## config.mk

```make
export PLATFORM = sky130hd
export DESIGN_NAME = button_debounce
export DESIGN_NICKNAME = d
export VERILOG_FILES = /design/src/rtl/button_debounce.sv
export SDC_FILE = /design/constraint.sdc
export NUM_CORES = 1
export LEC_CHECK = 0
export ABC_CLOCK_PERIOD_IN_PS = 3400
export BUFFER_PORTS_ARGS = -buffer_cell sky130_fd_sc_hd__buf_2
export CAP_MARGIN = 20
export CORE_ASPECT_RATIO = 1.4
export CORE_MARGIN = 2
export CORE_UTILIZATION = 63
export DETAILED_ROUTE_END_ITERATION = 8
export PLACE_DENSITY = 0.8
export SLEW_MARGIN = 20
export SYNTH_ARGS = -nofsm -noshare
export SYNTH_HDL_FRONTEND = slang
export SYNTH_SLANG_ARGS = --single-unit
```

## constraint.sdc

```tcl
create_clock -name sys_clk -period 3.4 [get_ports sys_clk]
set_input_delay 0 -clock sys_clk [delete_from_list [all_inputs] [get_ports sys_clk]]
set_output_delay 0 -clock sys_clk [all_outputs]
set_load 0.01 [all_outputs]
```

## src/rtl/button_debounce.sv

```systemverilog
// ---------------------------------------------------------------------------
// button_debounce
//
// Turns raw, bouncing push-button pins into clean per-button level and event
// signals in the sys_clk domain. Each channel is fully independent:
//
//   pin -> 2-flop synchroniser -> polarity normalise -> debounce counter
//       -> btn_level -> press/release edge pulses
//                    -> hold state machine -> long-press pulse
//                                          -> (optional) auto-repeat presses
//
// Ports
//   sys_clk      in   1      system clock, rising edge
//   sys_rst      in   1      asynchronous, active-high reset
//   btn_in       in   N_BTN  raw button pins, asynchronous to sys_clk
//   btn_level    out  N_BTN  debounced state, 1 = pressed (any pin polarity)
//   btn_press    out  N_BTN  1-cycle pulse when a press is accepted
//   btn_release  out  N_BTN  1-cycle pulse when a release is accepted
//   btn_long     out  N_BTN  1-cycle pulse once per hold, LONG_CYC cycles
//                            after btn_press
//
// Build option
//   BUTTON_DEBOUNCE_REPEAT_EN  when defined, a button held past the long-press
//                              point re-issues btn_press every RPT_CYC cycles.
//                              When undefined no repeat logic exists and
//                              REPEAT_MS has no effect.
//
// Timing (DB_CYC = CLK_HZ/1000*DEBOUNCE_MS, LONG_CYC = CLK_HZ/1000*LONG_MS)
//   A clean pin edge shows up on btn_level DB_CYC+2 cycles later: two cycles
//   of synchroniser, then DB_CYC consecutive cycles of disagreement.
//   The event pulses are registered alongside btn_level, so btn_press and
//   btn_release are high in the first cycle btn_level shows the new value.
// ---------------------------------------------------------------------------
module button_debounce #(
  parameter int CLK_HZ      = 27000000,
  parameter int N_BTN       = 2,
  parameter int ACTIVE_LOW  = 1,
  parameter int DEBOUNCE_MS = 20,
  parameter int LONG_MS     = 1000,
  parameter int REPEAT_MS   = 200
) (
  input  logic             sys_clk,
  input  logic             sys_rst,
  input  logic [N_BTN-1:0] btn_in,
  output logic [N_BTN-1:0] btn_level,
  output logic [N_BTN-1:0] btn_press,
  output logic [N_BTN-1:0] btn_release,
  output logic [N_BTN-1:0] btn_long
);

  // -------------------------------------------------------------------------
  // Derived cycle counts and counter widths
  // -------------------------------------------------------------------------
  localparam int DB_CYC   = CLK_HZ / 1000 * DEBOUNCE_MS;
  localparam int LONG_CYC = CLK_HZ / 1000 * LONG_MS;

  // Counters only ever reach (count - 1); the +1 keeps the width at least one
  // bit even for DB_CYC = 1, and nothing ever wraps.
  localparam int DB_W   = $clog2(DB_CYC + 1);
  localparam int HOLD_W = $clog2(LONG_CYC + 1);

  localparam logic [DB_W-1:0]   DB_LAST   = DB_W'(DB_CYC - 1);
  localparam logic [HOLD_W-1:0] HOLD_LAST = HOLD_W'(LONG_CYC - 1);

`ifdef BUTTON_DEBOUNCE_REPEAT_EN
  localparam int RPT_CYC = CLK_HZ / 1000 * REPEAT_MS;
  localparam int RPT_W   = $clog2(RPT_CYC + 1);
  localparam logic [RPT_W-1:0] RPT_LAST = RPT_W'(RPT_CYC - 1);
`endif

  // Value the synchroniser holds while the button is released; loading this
  // at reset means a pin already pressed at reset release is seen as a fresh
  // press rather than being silently absorbed.
  localparam logic SYNC_RELEASED = (ACTIVE_LOW != 0) ? 1'b1 : 1'b0;

  // Hold state machine encoding
  localparam logic [1:0] ST_IDLE     = 2'd0;
  localparam logic [1:0] ST_HOLD     = 2'd1;
  localparam logic [1:0] ST_LONGHELD = 2'd2;

  // Reject configurations where the long press could fire before (or at the
  // same time as) the debounced press itself.
  generate
    if (DB_CYC < 1 || LONG_CYC <= DB_CYC) begin : g_bad_cfg
      $error("button_debounce: configuration needs DB_CYC >= 1 and LONG_CYC > DB_CYC");
    end
  endgenerate

  // -------------------------------------------------------------------------
  // Per-channel datapath
  // -------------------------------------------------------------------------
  genvar gi;
  generate
    for (gi = 0; gi < N_BTN; gi++) begin : g_chan

      // Synchroniser
      logic sync1_q, sync1_d;
      logic sync2_q, sync2_d;
      logic pressed_s;

      // Debounce
      logic [DB_W-1:0] db_cnt_q, db_cnt_d;
      logic            level_q, level_d;

      // Events
      logic press_q, press_d;
      logic release_q, release_d;
      logic long_q, long_d;

      // Hold tracking
      logic [1:0]        state_q, state_d;
      logic [HOLD_W-1:0] hold_cnt_q, hold_cnt_d;

      // Extra press pulse from auto-repeat (constant 0 without the option)
      logic rpt_fire;

      // ---------------------------------------------------------------------
      // Synchroniser: plain two-stage shift of the raw pin.
      // ---------------------------------------------------------------------
      always_comb begin
        sync1_d = btn_in[gi];
        sync2_d = sync1_q;
      end

      // Normalise polarity only after the second flop so both flops see the
      // raw pin and nothing combinational sits in the metastability path.
      assign pressed_s = (ACTIVE_LOW != 0) ? ~sync2_q : sync2_q;

      // ---------------------------------------------------------------------
      // Debounce: count consecutive cycles where the synchronised input
      // disagrees with the accepted level. Any agreeing cycle restarts the
      // count, so only an uninterrupted run of DB_CYC cycles flips the level.
      // ---------------------------------------------------------------------
      always_comb begin
        db_cnt_d = '0;
        level_d  = level_q;
        if (pressed_s != level_q) begin
          if (db_cnt_q == DB_LAST) begin
            level_d = pressed_s;
          end else begin
            db_cnt_d = db_cnt_q + 1'b1;
          end
        end
      end

      // ---------------------------------------------------------------------
      // Hold state machine. It looks at level_d so that its state lines up
      // with level_q cycle for cycle, and so that a release arriving on the
      // very cycle the long press would fire suppresses that pulse.
      // ---------------------------------------------------------------------
      always_comb begin
        state_d    = state_q;
        hold_cnt_d = hold_cnt_q;
        long_d     = 1'b0;
        if (!level_d) begin
          state_d    = ST_IDLE;
          hold_cnt_d = '0;
        end else begin
          case (state_q)
            ST_IDLE: begin
              // level_q is 0 here, so level_d = 1 is the press edge
              state_d    = ST_HOLD;
              hold_cnt_d = '0;
            end
            ST_HOLD: begin
              if (hold_cnt_q == HOLD_LAST) begin
                long_d  = 1'b1;
                state_d = ST_LONGHELD;
              end else begin
                hold_cnt_d = hold_cnt_q + 1'b1;
              end
            end
            ST_LONGHELD: begin
              // counter frozen; one long pulse per hold
            end
            default: begin
              state_d    = ST_IDLE;
              hold_cnt_d = '0;
            end
          endcase
        end
      end

`ifdef BUTTON_DEBOUNCE_REPEAT_EN
      // ---------------------------------------------------------------------
      // Auto-repeat: runs only while in LONGHELD and still pressed. The
      // counter starts from 0 on the cycle btn_long fires, so the first
      // repeat lands RPT_CYC cycles after btn_long and then every RPT_CYC.
      // ---------------------------------------------------------------------
      logic [RPT_W-1:0] rpt_cnt_q, rpt_cnt_d;

      always_comb begin
        rpt_cnt_d = '0;
        rpt_fire  = 1'b0;
        if (level_d && (state_q == ST_LONGHELD)) begin
          if (rpt_cnt_q == RPT_LAST) begin
            rpt_fire = 1'b1;
          end else begin
            rpt_cnt_d = rpt_cnt_q + 1'b1;
          end
        end
      end

      always_ff @(posedge sys_clk or posedge sys_rst) begin
        if (sys_rst) begin
          rpt_cnt_q <= '0;
        end else begin
          rpt_cnt_q <= rpt_cnt_d;
        end
      end
`else
      assign rpt_fire = 1'b0;
`endif

      // ---------------------------------------------------------------------
      // Edge events. A press and a release cannot coincide: a release needs
      // level_d = 0, while both press sources need level_d = 1.
      // ---------------------------------------------------------------------
      always_comb begin
        press_d   = (level_d & ~level_q) | rpt_fire;
        release_d = level_q & ~level_d;
      end

      // ---------------------------------------------------------------------
      // State registers
      // ---------------------------------------------------------------------
      always_ff @(posedge sys_clk or posedge sys_rst) begin
        if (sys_rst) begin
          sync1_q    <= SYNC_RELEASED;
          sync2_q    <= SYNC_RELEASED;
          db_cnt_q   <= '0;
          level_q    <= 1'b0;
          press_q    <= 1'b0;
          release_q  <= 1'b0;
          long_q     <= 1'b0;
          state_q    <= ST_IDLE;
          hold_cnt_q <= '0;
        end else begin
          sync1_q    <= sync1_d;
          sync2_q    <= sync2_d;
          db_cnt_q   <= db_cnt_d;
          level_q    <= level_d;
          press_q    <= press_d;
          release_q  <= release_d;
          long_q     <= long_d;
          state_q    <= state_d;
          hold_cnt_q <= hold_cnt_d;
        end
      end

      assign btn_level[gi]   = level_q;
      assign btn_press[gi]   = press_q;
      assign btn_release[gi] = release_q;
      assign btn_long[gi]    = long_q;

    end
  endgenerate

endmodule

```

**After elaboration in Yosys (flattened, before gate mapping)**

Cells that the tools add are included.

- Register bits after elaboration: 106
- Bits in latches: 0
- Bits in writable memories: 0
- ROM bits: 0
- Bits of input ports: 4
- Output and inout bits: 8
- Logic and storage cells: 80
- Memories kept: 0

- Add/sub/neg operators: 4
- Multiply operators: 0
- Div/mod/pow operators: 0
- Magnitude comparators: 0
- Equal/unequal tests: 16
- Shifts and indexed selects: 0
- Muxes and demuxes: 26
- Bitwise logic cells: 10
- Reduce and logical (&&, ||, !) cells: 6

Operator list:

| operator | count |
|---|---|
| $mux W25 | 4 |
| $pmux W25 S2 | 2 |
| $mux W20 | 4 |
| $add A25 B1 Y25 const B | 2 |
| $eq A25 B25 Y1 const B | 2 |
| $add A20 B1 Y20 const B | 2 |
| $eq A20 B20 Y1 const B | 2 |
| $ne A3 B3 Y1 const B | 4 |
| $pmux W2 S3 | 2 |
| $mux W1 | 10 |
| $mux W2 | 4 |
| $reduce_and A2 Y1 | 4 |
| $not A1 Y1 | 6 |
| $and A1 B1 Y1 | 4 |
| $eq A2 B1 Y1 const B | 2 |
| $eq A2 B2 Y1 const B | 2 |
| $logic_not A2 Y1 | 2 |
| $ne A2 B2 Y1 const B | 2 |
| $ne A1 B1 Y1 | 2 |

**Depth between registers and ports, before layout**

Gate-level depths: netlist (run 1).

- Depth after elaboration: 5
- Depth in mapped cells: 9
- Mapped depth without buffers: 6

**Worst setup path after synthesis (run 1)**

No wires, ideal clock.

- Path kind: register -> register
- Start point: register g_chan[0].db_cnt_q[0]
- End point: register g_chan[0].hold_cnt_q[10]
- Setup time: 132 ps
- Data arrival time: 2,016 ps
- Required time: 3,268 ps
- Setup slack: 1,252 ps
- Stages on the path, launching flop included: 10
- Buffers on the path: 3
- Period minus slack after synthesis: 2,148 ps
- Cell sequence: dfrtp_1 ha_1 and3_1 clkbuf_1 nand4_1 nor2_1 mux2i_1 clkbuf_1 buf_1 nor2_1

- Cells in the longest elaborated chain, start to end: 5
- Elaborated cells between the ends (all ways): 7
- Classes of those cells: eq/ne: 3; mux: 3; reduce/logical: 1

Ends and longest elaborated chain:

| what | RTL line | source |
|---|---|---|
| start, declared | 102 | `logic [DB_W-1:0] db_cnt_q, db_cnt_d;` |
| start signal, assigned | 241 | `db_cnt_q <= db_cnt_d;` |
| $eq A20 B20 Y1 (*) | 138 | `if (db_cnt_q == DB_LAST) begin` |
| $mux W1 (*) | 138 |  |
| $mux W1 (*) | 137 | `if (pressed_s != level_q) begin` |
| $ne A3 B3 Y1 (no line) / $ne A2 B2 Y1 (equally long branches) | -- |  |
| $reduce_and A2 Y1 (no line) | -- |  |
| end signal, assigned | 247 | `hold_cnt_q <= hold_cnt_d;` |
| end, declared | 112 | `logic [HOLD_W-1:0] hold_cnt_q, hold_cnt_d;` |

Mark *: on every way between the ends. The rest lies on a longest branch, timed or not.
A chain may end at the register's enable or synchronous reset.

**Worst setup path after layout (run 1)**

- Start point: register g_chan[1].db_cnt_q[0]
- End point: register g_chan[1].db_cnt_q[13]

- Cells in the longest elaborated chain, start to end: 3
- Elaborated cells between the ends (all ways): 4
- Classes of those cells: add/sub: 1; eq/ne: 1; mux: 2

Ends and longest elaborated chain:

| what | RTL line |
|---|---|
| start, declared | 102 |
| start signal, assigned | 241 |
| $add A20 B1 Y20 / $eq A20 B20 Y1 (equally long branches) | 141, 138 |
| $mux W20 (*) | 138 |
| $mux W20 (*) | 137 |
| via g_chan[1].db_cnt_d[13] | 102 |

The timed path passes the listed nets; every way through them passes the cells marked *.

==> results of run 1 <==
layout make-up:
cell class | count | area [um^2] | share of cell area, %
clock buffer | 11 | 242.7 | 3.980
multi-input combinational | 462 | 2799 | 45.90
timing repair buffer | 23 | 152.6 | 2.503
inverter | 15 | 58.81 | 0.9643
sequential | 106 | 2658 | 43.58
clock inverter | 5 | 53.80 | 0.8822
tap | 107 | 133.9 | 2.195
layout by cell type, fill, tap and decap left out, types with 14 or more instances in the layout:
master     n
a31oi_1   14
o21ai_0   16
a21oi_1   39
nand3_1   38
dfrtp_1  102
nor2_1    76
nor3_1    19
nand4_1   24
nand2_1   52
xor2_1    20
inv_1     14
xnor2_1   23
final timing paths:
| kind | end | slack (ns) | cells past startpoint |
|---|---|---|---|
| min reg2reg | g_chan[0].sync2_q | 0.36 | 0 |
| max reg2reg | g_chan[1].db_cnt_q[13] | 1.10 | 6 |
| min in group sys_clk | g_chan[1].sync1_q | 0.29 | 2 |
| max in group asynchronous | g_chan[1].sync1_q | 2.26 | 4 |
| max | g_chan[1].db_cnt_q[13] | 1.10 | 6 |
| min | g_chan[0].release_q | 0.26 | 3 |
routing by layer:
metal | GRT usage, % | vias to the layer above | part of all wire (%)
met1 | 32.68 | 2312 | 43
li1 | - | 2248 | -
met3 | 2.473 | 19 | 3.4
met5 | 0 | - | 0
met2 | 46.04 | 127 | 52
met4 | 12.91 | 0 | 2.2
power breakdown:
part	total, uW	internal (uW)	switching, uW
clock	1050	589	457
combinational	51.2	12.8	38.4
sequential	1280	1270	7.23
synthesized netlist by cell type (5+ instances only):
| master | number | area share, % |
|---|---|---|
| nand2_1 | 52 | 3.4 |
| a21oi_1 | 39 | 3.4 |
| a41oi_1 | 5 | 0.77 |
| o21ai_0 | 17 | 1.5 |
| inv_1 | 15 | 0.99 |
| clkbuf_1 | 29 | 1.9 |
| buf_4 | 9 | 1.2 |
| and3_1 | 13 | 1.4 |
| or4_1 | 6 | 0.79 |
| nor2_1 | 76 | 5.0 |
| nand4b_1 | 6 | 0.92 |
| and4_1 | 8 | 1.2 |
| nand3_1 | 38 | 3.3 |
| nor3_1 | 19 | 1.7 |
| nor4b_1 | 6 | 0.92 |
| xor2_1 | 20 | 3.1 |
| a31oi_1 | 14 | 1.5 |
| a311oi_1 | 6 | 0.92 |
| nand2b_1 | 5 | 0.55 |
| o311ai_0 | 5 | 0.77 |
| xnor2_1 | 23 | 3.5 |
| dfrtp_1 | 102 | 45 |
| a22oi_1 | 9 | 1.2 |
| nand4_1 | 24 | 2.6 |
| nor4_1 | 10 | 1.1 |
| or3_1 | 12 | 1.3 |
| o211ai_1 | 7 | 0.92 |
kinds of logic (layout without fill, tap and decap cells):
logic type	Yosys count	in the layout
DFF	106	106
xor gates and xnor gates	43	43
adders and majority gates	4	4
buffers and inverters	60	54
muxes	3	3
AOI/OAI and AO/OA	111	111
and+or+nand+nor	301	301
worst max-delay path, delay by kind of cell (launching register included):
family,cells,cell delay (ns)
simple gates,5,1.57
flops,1,0.38
fa+ha+maj,1,0.20
flip-flops by register name, indices dropped and copies added (netlist names):
register and flops:
g_chan.db_cnt_q 40, g_chan.sync2_q 2, g_chan.press_q 2, g_chan.level_q 2
g_chan.state_q 4, g_chan.release_q 2, g_chan.sync1_q 2, g_chan.hold_cnt_q 50
g_chan.long_q 2
through the flow:
step	hold slack (ns)	cells	worst slack, ns	power (uW)	instance area [um^2]
detailed placement	0.09748	710	1.082	1352	5772
global route	0.3042	729	0.8728	2444	6098
global placement	0.08287	710	1.199	1350	5772
floorplan	0.004478	628	0.6177	1335	5714
finish	0.2556	729	1.105	2374	6098
CTS	0.2661	729	1.079	2396	6098
==> metrics.cfg, run 1 <==
[timing]
fin_crit_sh_pct=67.51
worst_clock_skew_ns=0.008241
relSlewSlack_pct=35.22
fin_crit_ns=2.295
setup_viol_count_final=0
rsz0062_at_grt=false
fmaxAchievable_mhz=435.7
slew_violations=0
worst_pin_slew_ns=0.9718
hold_violations=0
setup_tns_ns=0

[synth]
yosys.cell_types.count=54
synthSimpleGateAreaFrac_pct=28.49
yosys_warnings=0
seq_area_frac_synth_pct=46.51
async_flop_share_pct=100.0
syn_area_um2=5714
ys_ff_latch=106
synth_compound_area_share_pct=12.35
synth-xor-area-share_pct=6.591
synth-edff-count=0
synth.avg_cell_area_um2=9.099
netlist_instances=628
muxShareOfSynthArea_pct=0.5474
synth_top_family_by_area=simple AND/OR/NAND/NOR gates
synthAdderAreaFrac_pct=0.8758
synth-main-ff-cell=dfrtp_1
syn-num-nets=636

[setup_path]
critPathRequiredTime_ns=3.61
critPathMaxFanout=20
critPathLaunchType=flop
reg2reg_from=g_chan[1].db_cnt_q[0]
critPathLaunch=g_chan[1].db_cnt_q[0]
max_stage_delay_ns=0.64
cp_cell_sequence=ha_1 -> and3_1 -> nand4_1 -> nor3_1 -> nand2b_1 -> nor2_1
cp_slowest_cell=nand2b_1
worstPathArrival_ns=2.50
critPathKind=flop to flop
end_kind=flop

[grt]
grt_pass1_wl_mm=21.03
antenna_found_initial=0
grt_usage_pct=26.26
grt_max_degree=44
grt.overflow.total=0
grt_pass1_vias=4591

[routing]
drc=0
num_vias=4706
routed_wl_mm=12.24
via_per_inst=6.455
drt_iter0_markers=338
post_drt_wl_per_cell_um=16.78
first_pass_iters=5
antenna_left=0

[cts]
clock_latency_ns=0.36
cts.sinks=106
holdBufCountCts=3
cts_tree=built
cts-resized-gates=0
cts.clk_slew.worst_paths_ns=0.07
numCtsBuffers=9
clockBufferDepth=2
post-cts-setup-buffers=0
cts_max_level=3
cts.root.buffer_cell=clkbuf_16

[floorplan]
fp.dieW_um=84.49
die-area_um2=9859
initial_core_util_pct=64.02
rows=41
coreArea_um2=8926
ios=12
die_h_um=116.7

[finish]
drive_gt1_share_pct=8.842
num-nets-final=625
antenna_cells=0
finalCoreUtilization_pct=68.32
fillers=675
area_growth_pct=6.722

[power]
p_per_area_nw_per_um2=389.4
ir_drop_v=0.0003608
p_leak_uw=0.002409

[flow_run]
drv_cap=0

[run_status]
status=finished, final reports clean

[place]
portBuffers=11
gp_congestion=0.8160
dp_hpwl_mm=7.952

[min_path]
hp-class=primary input to asynchronous set/reset pin

(Power assumes the default switching activity.)
==> run 2, diff against run 1 <==
Settings changed: ABC_CLOCK_PERIOD_IN_PS 3400 to 1890, CORE_UTILIZATION 63 to 57, PLACE_DENSITY 0.8 to 0.76.
Clock period 3.4 ns to 1.89 ns, I/O delays scaled along.
==> run 2 against run 1 <==
Non-clock buffer count rose by 74. Power grew 88%. Clock-buffer cell count up 1. Combinational power up 150%. Critical path depth grew 1. Clock skew decreased by 0.0025 ns. Clock power grew 93%. Global-route usage grew 1.4 points. The run now ends with setup timing left. Register-to-register slack worse by 1.2 ns.
==> metrics.cfg, run 2 (synthesized netlist as in run 1, its figures left out) <==
[power]
p_per_area_nw_per_um2=614.8  ; was 389.4 nW/um^2
p_leak_uw=0.002900  ; was 0.002409 uW
finalPower_uw=4454  ; was 2374 uW
ir_drop_v=0.0004414  ; was 0.0003608 V

[setup_path]
end_kind=flop  ; unchanged
critPathRequiredTime_ns=2.08  ; was 3.61 ns
critPathLaunchType=flop  ; unchanged
critPathMaxFanout=8  ; was 20
timing.rr.end=g_chan[1].hold_cnt_q[0]  ; was g_chan[1].db_cnt_q[13]
critPathLaunch=g_chan[1].db_cnt_q[14]  ; was g_chan[1].db_cnt_q[0]
ff2ff_path_depth=7  ; was 6
crit_path_end=g_chan[1].hold_cnt_q[0]  ; was g_chan[1].db_cnt_q[13]
critPathKind=flop to flop  ; unchanged
regToRegSetupSlack_ns=-0.05  ; was 1.10 ns
reg2reg_from=g_chan[1].db_cnt_q[14]  ; was g_chan[1].db_cnt_q[0]
worstPathArrival_ns=2.13  ; was 2.50 ns

[timing]
setup_tns_ns=-0.6569  ; was 0 ns
fmaxAchievable_mhz=516.2  ; was 435.7 MHz
worst_clock_skew_ns=0.005764  ; was 0.008241 ns
rsz0062_at_grt=true  ; was false
relSlewSlack_pct=50.32  ; was 35.22%
hold_violations=0  ; unchanged
setup_viol_count_final=32  ; was 0
slew_violations=0  ; unchanged
setup_slack_ns=-0.04737  ; was 1.105 ns
fin_crit_ns=1.937  ; was 2.295 ns
fin_crit_sh_pct=102.5  ; was 67.51%
worst_pin_slew_ns=0.7452  ; was 0.9718 ns

[run_status]
violations=setup timing
status=finished, violations left  ; was finished, final reports clean

[finish]
area_growth_pct=26.78  ; was 6.722%
top_register=g_chan.hold_cnt_q  ; unchanged
fillers=661  ; was 675
final_common_cell=dfrtp_1  ; unchanged
most-common-layout-cells=dfrtp_1, buf_4, nor2_1  ; was dfrtp_1, nor2_1, nand2_1
multiInputGateArea_um2=3171  ; was 2799 um^2
drive_gt1_share_pct=27.44  ; was 8.842%
antenna_cells=0  ; unchanged
largest_register_ffs=50  ; unchanged
num-nets-final=699  ; was 625
regArea_um2=2661  ; was 2658 um^2
top_regs=g_chan.hold_cnt_q (50), g_chan.db_cnt_q (40), g_chan.state_q (4)  ; unchanged

[grt]
grt_max_degree=55  ; was 44
grt_pass1_wl_mm=23.63  ; was 21.03 mm
grt.overflow.total=0  ; unchanged
antenna_found_initial=0  ; unchanged
grt_usage_pct=27.63  ; was 26.26%
grt_pass1_vias=4975  ; was 4591

[floorplan]
fp.dieW_um=88.62  ; was 84.49 um
die-area_um2=10850  ; was 9859 um^2
rows=43  ; was 41
die_h_um=122.5  ; was 116.7 um
ios=12  ; unchanged
coreArea_um2=9846  ; was 8926 um^2
initial_core_util_pct=58.04  ; was 64.02%

[cts]
cts.sinks=106  ; unchanged
cts_max_level=3  ; unchanged
clockBufferDepth=2  ; unchanged
cts.clk_slew.worst_paths_ns=0.07  ; about the same
cts.root.buffer_cell=clkbuf_16  ; unchanged
numCtsBuffers=9  ; unchanged
cts_tree=built  ; unchanged
clock_latency_ns=0.35  ; was 0.36 ns

[place]
portBuffers=11  ; unchanged
dp_hpwl_mm=8.565  ; was 7.952 mm
gp_congestion=0.8704  ; was 0.8160

[routing]
antenna_left=0  ; unchanged
post_drt_wl_per_cell_um=18.11  ; was 16.78 um
routed_wl_mm=15.05  ; was 12.24 mm
maxUsedRoutingLayer=met4  ; unchanged
first_pass_iters=7  ; was 5
met2_length_mm=7.687  ; was 6.311 mm
dr_wl_met3_um=681  ; was 417 um
wl_met1_mm=6.084  ; was 5.233 mm
via_per_inst=6.366  ; was 6.455
drt_iter0_markers=457  ; was 338
num_vias=5290  ; was 4706
drc=0  ; unchanged

[flow_run]
drv_cap=0  ; unchanged

[min_path]
hp-class=primary input to flop  ; was primary input to asynchronous set/reset pin

-- run 2: changes by cell type in the layout (fill, tap and decap cells not counted), sizes merged --
cell and change:
bufinv +1, clkinv -3, clkinvlp +1, buf +72, clkbuf +3
-- run 2: power breakdown --
| group | internal (uW) | switching, uW | leakage (uW) |
|---|---|---|---|
| sequential | 2290 | 12.6 | 0.00146 |
| clock | 1200 | 827 | 0.000157 |
| combinational | 45.3 | 81.6 | 0.00128 |
-- run 2: layout make-up --
| class | count | share of cell area (%) |
|---|---|---|
| Timing Repair Buffer | 97 | 11.92 |
| Inverter | 15 | 0.8290 |
| Clock inverter | 4 | 1.019 |
| Multi-Input combinational cell | 462 | 43.77 |
| Clock buffer | 12 | 3.402 |
| Sequential cell | 106 | 36.74 |
| Tap cell | 135 | 2.332 |
-- run 2: how the worst min path moves through the flow --
| stage | from | to | slack, ns | cells past startpoint |
|---|---|---|---|---|
| after floorplan | btn_in[0] | g_chan[0].sync1_q | 0.004 | 0 |
| after global placement | btn_in[0] | g_chan[0].sync1_q | 0.11 | 1 |
| after detailed placement | btn_in[0] | g_chan[0].sync1_q | 0.11 | 1 |
| after CTS | btn_in[0] | g_chan[0].sync1_q | 0.28 | 2 |
| after global routing | btn_in[0] | g_chan[0].sync1_q | 0.31 | 2 |
| final | btn_in[0] | g_chan[0].sync1_q | 0.29 | 2 |
-- run 2: timing repair --
item	CTS	global route
resized for setup	17	71
pin swaps	5	23
endpoints found under the setup margin	58	78
hold buffers	3	0
cloned	3	5
endpoints found under the hold margin	104	0
buffers inserted	6	4
-- run 2: through the flow --
stage	setup WS [ns]	util, %	hold slack, ns	area [um^2]	instances
after global routing	-0.1468	73.58	0.3102	7244	831
after CTS	-0.04377	69.73	0.2798	6865	824
after detailed placement	-0.05044	64.26	0.1062	6327	797
after floorplan	0.01296	-	0.004478	5764	628
final	-0.04737	73.58	0.2869	7244	831
after global placement	0.01205	64.26	0.1069	6327	797
-- run 2: worst max-delay path, cell delays in order, from the launching register on --
cell and delay, ns:
dfrtp_1 0.39, nor4b_2 0.29, nand4_1 0.14, nor3_2 0.28, mux2i_2 0.27, buf_6 0.18
buf_12 0.16, a311oi_2 0.05
-- run 2: routing by layer --
layer,track usage (%),vias to the layer above
li1,-,2410
met1,35.91,2590
met2,45.34,229
met3,3.833,61
met4,12.50,0
met5,0,-
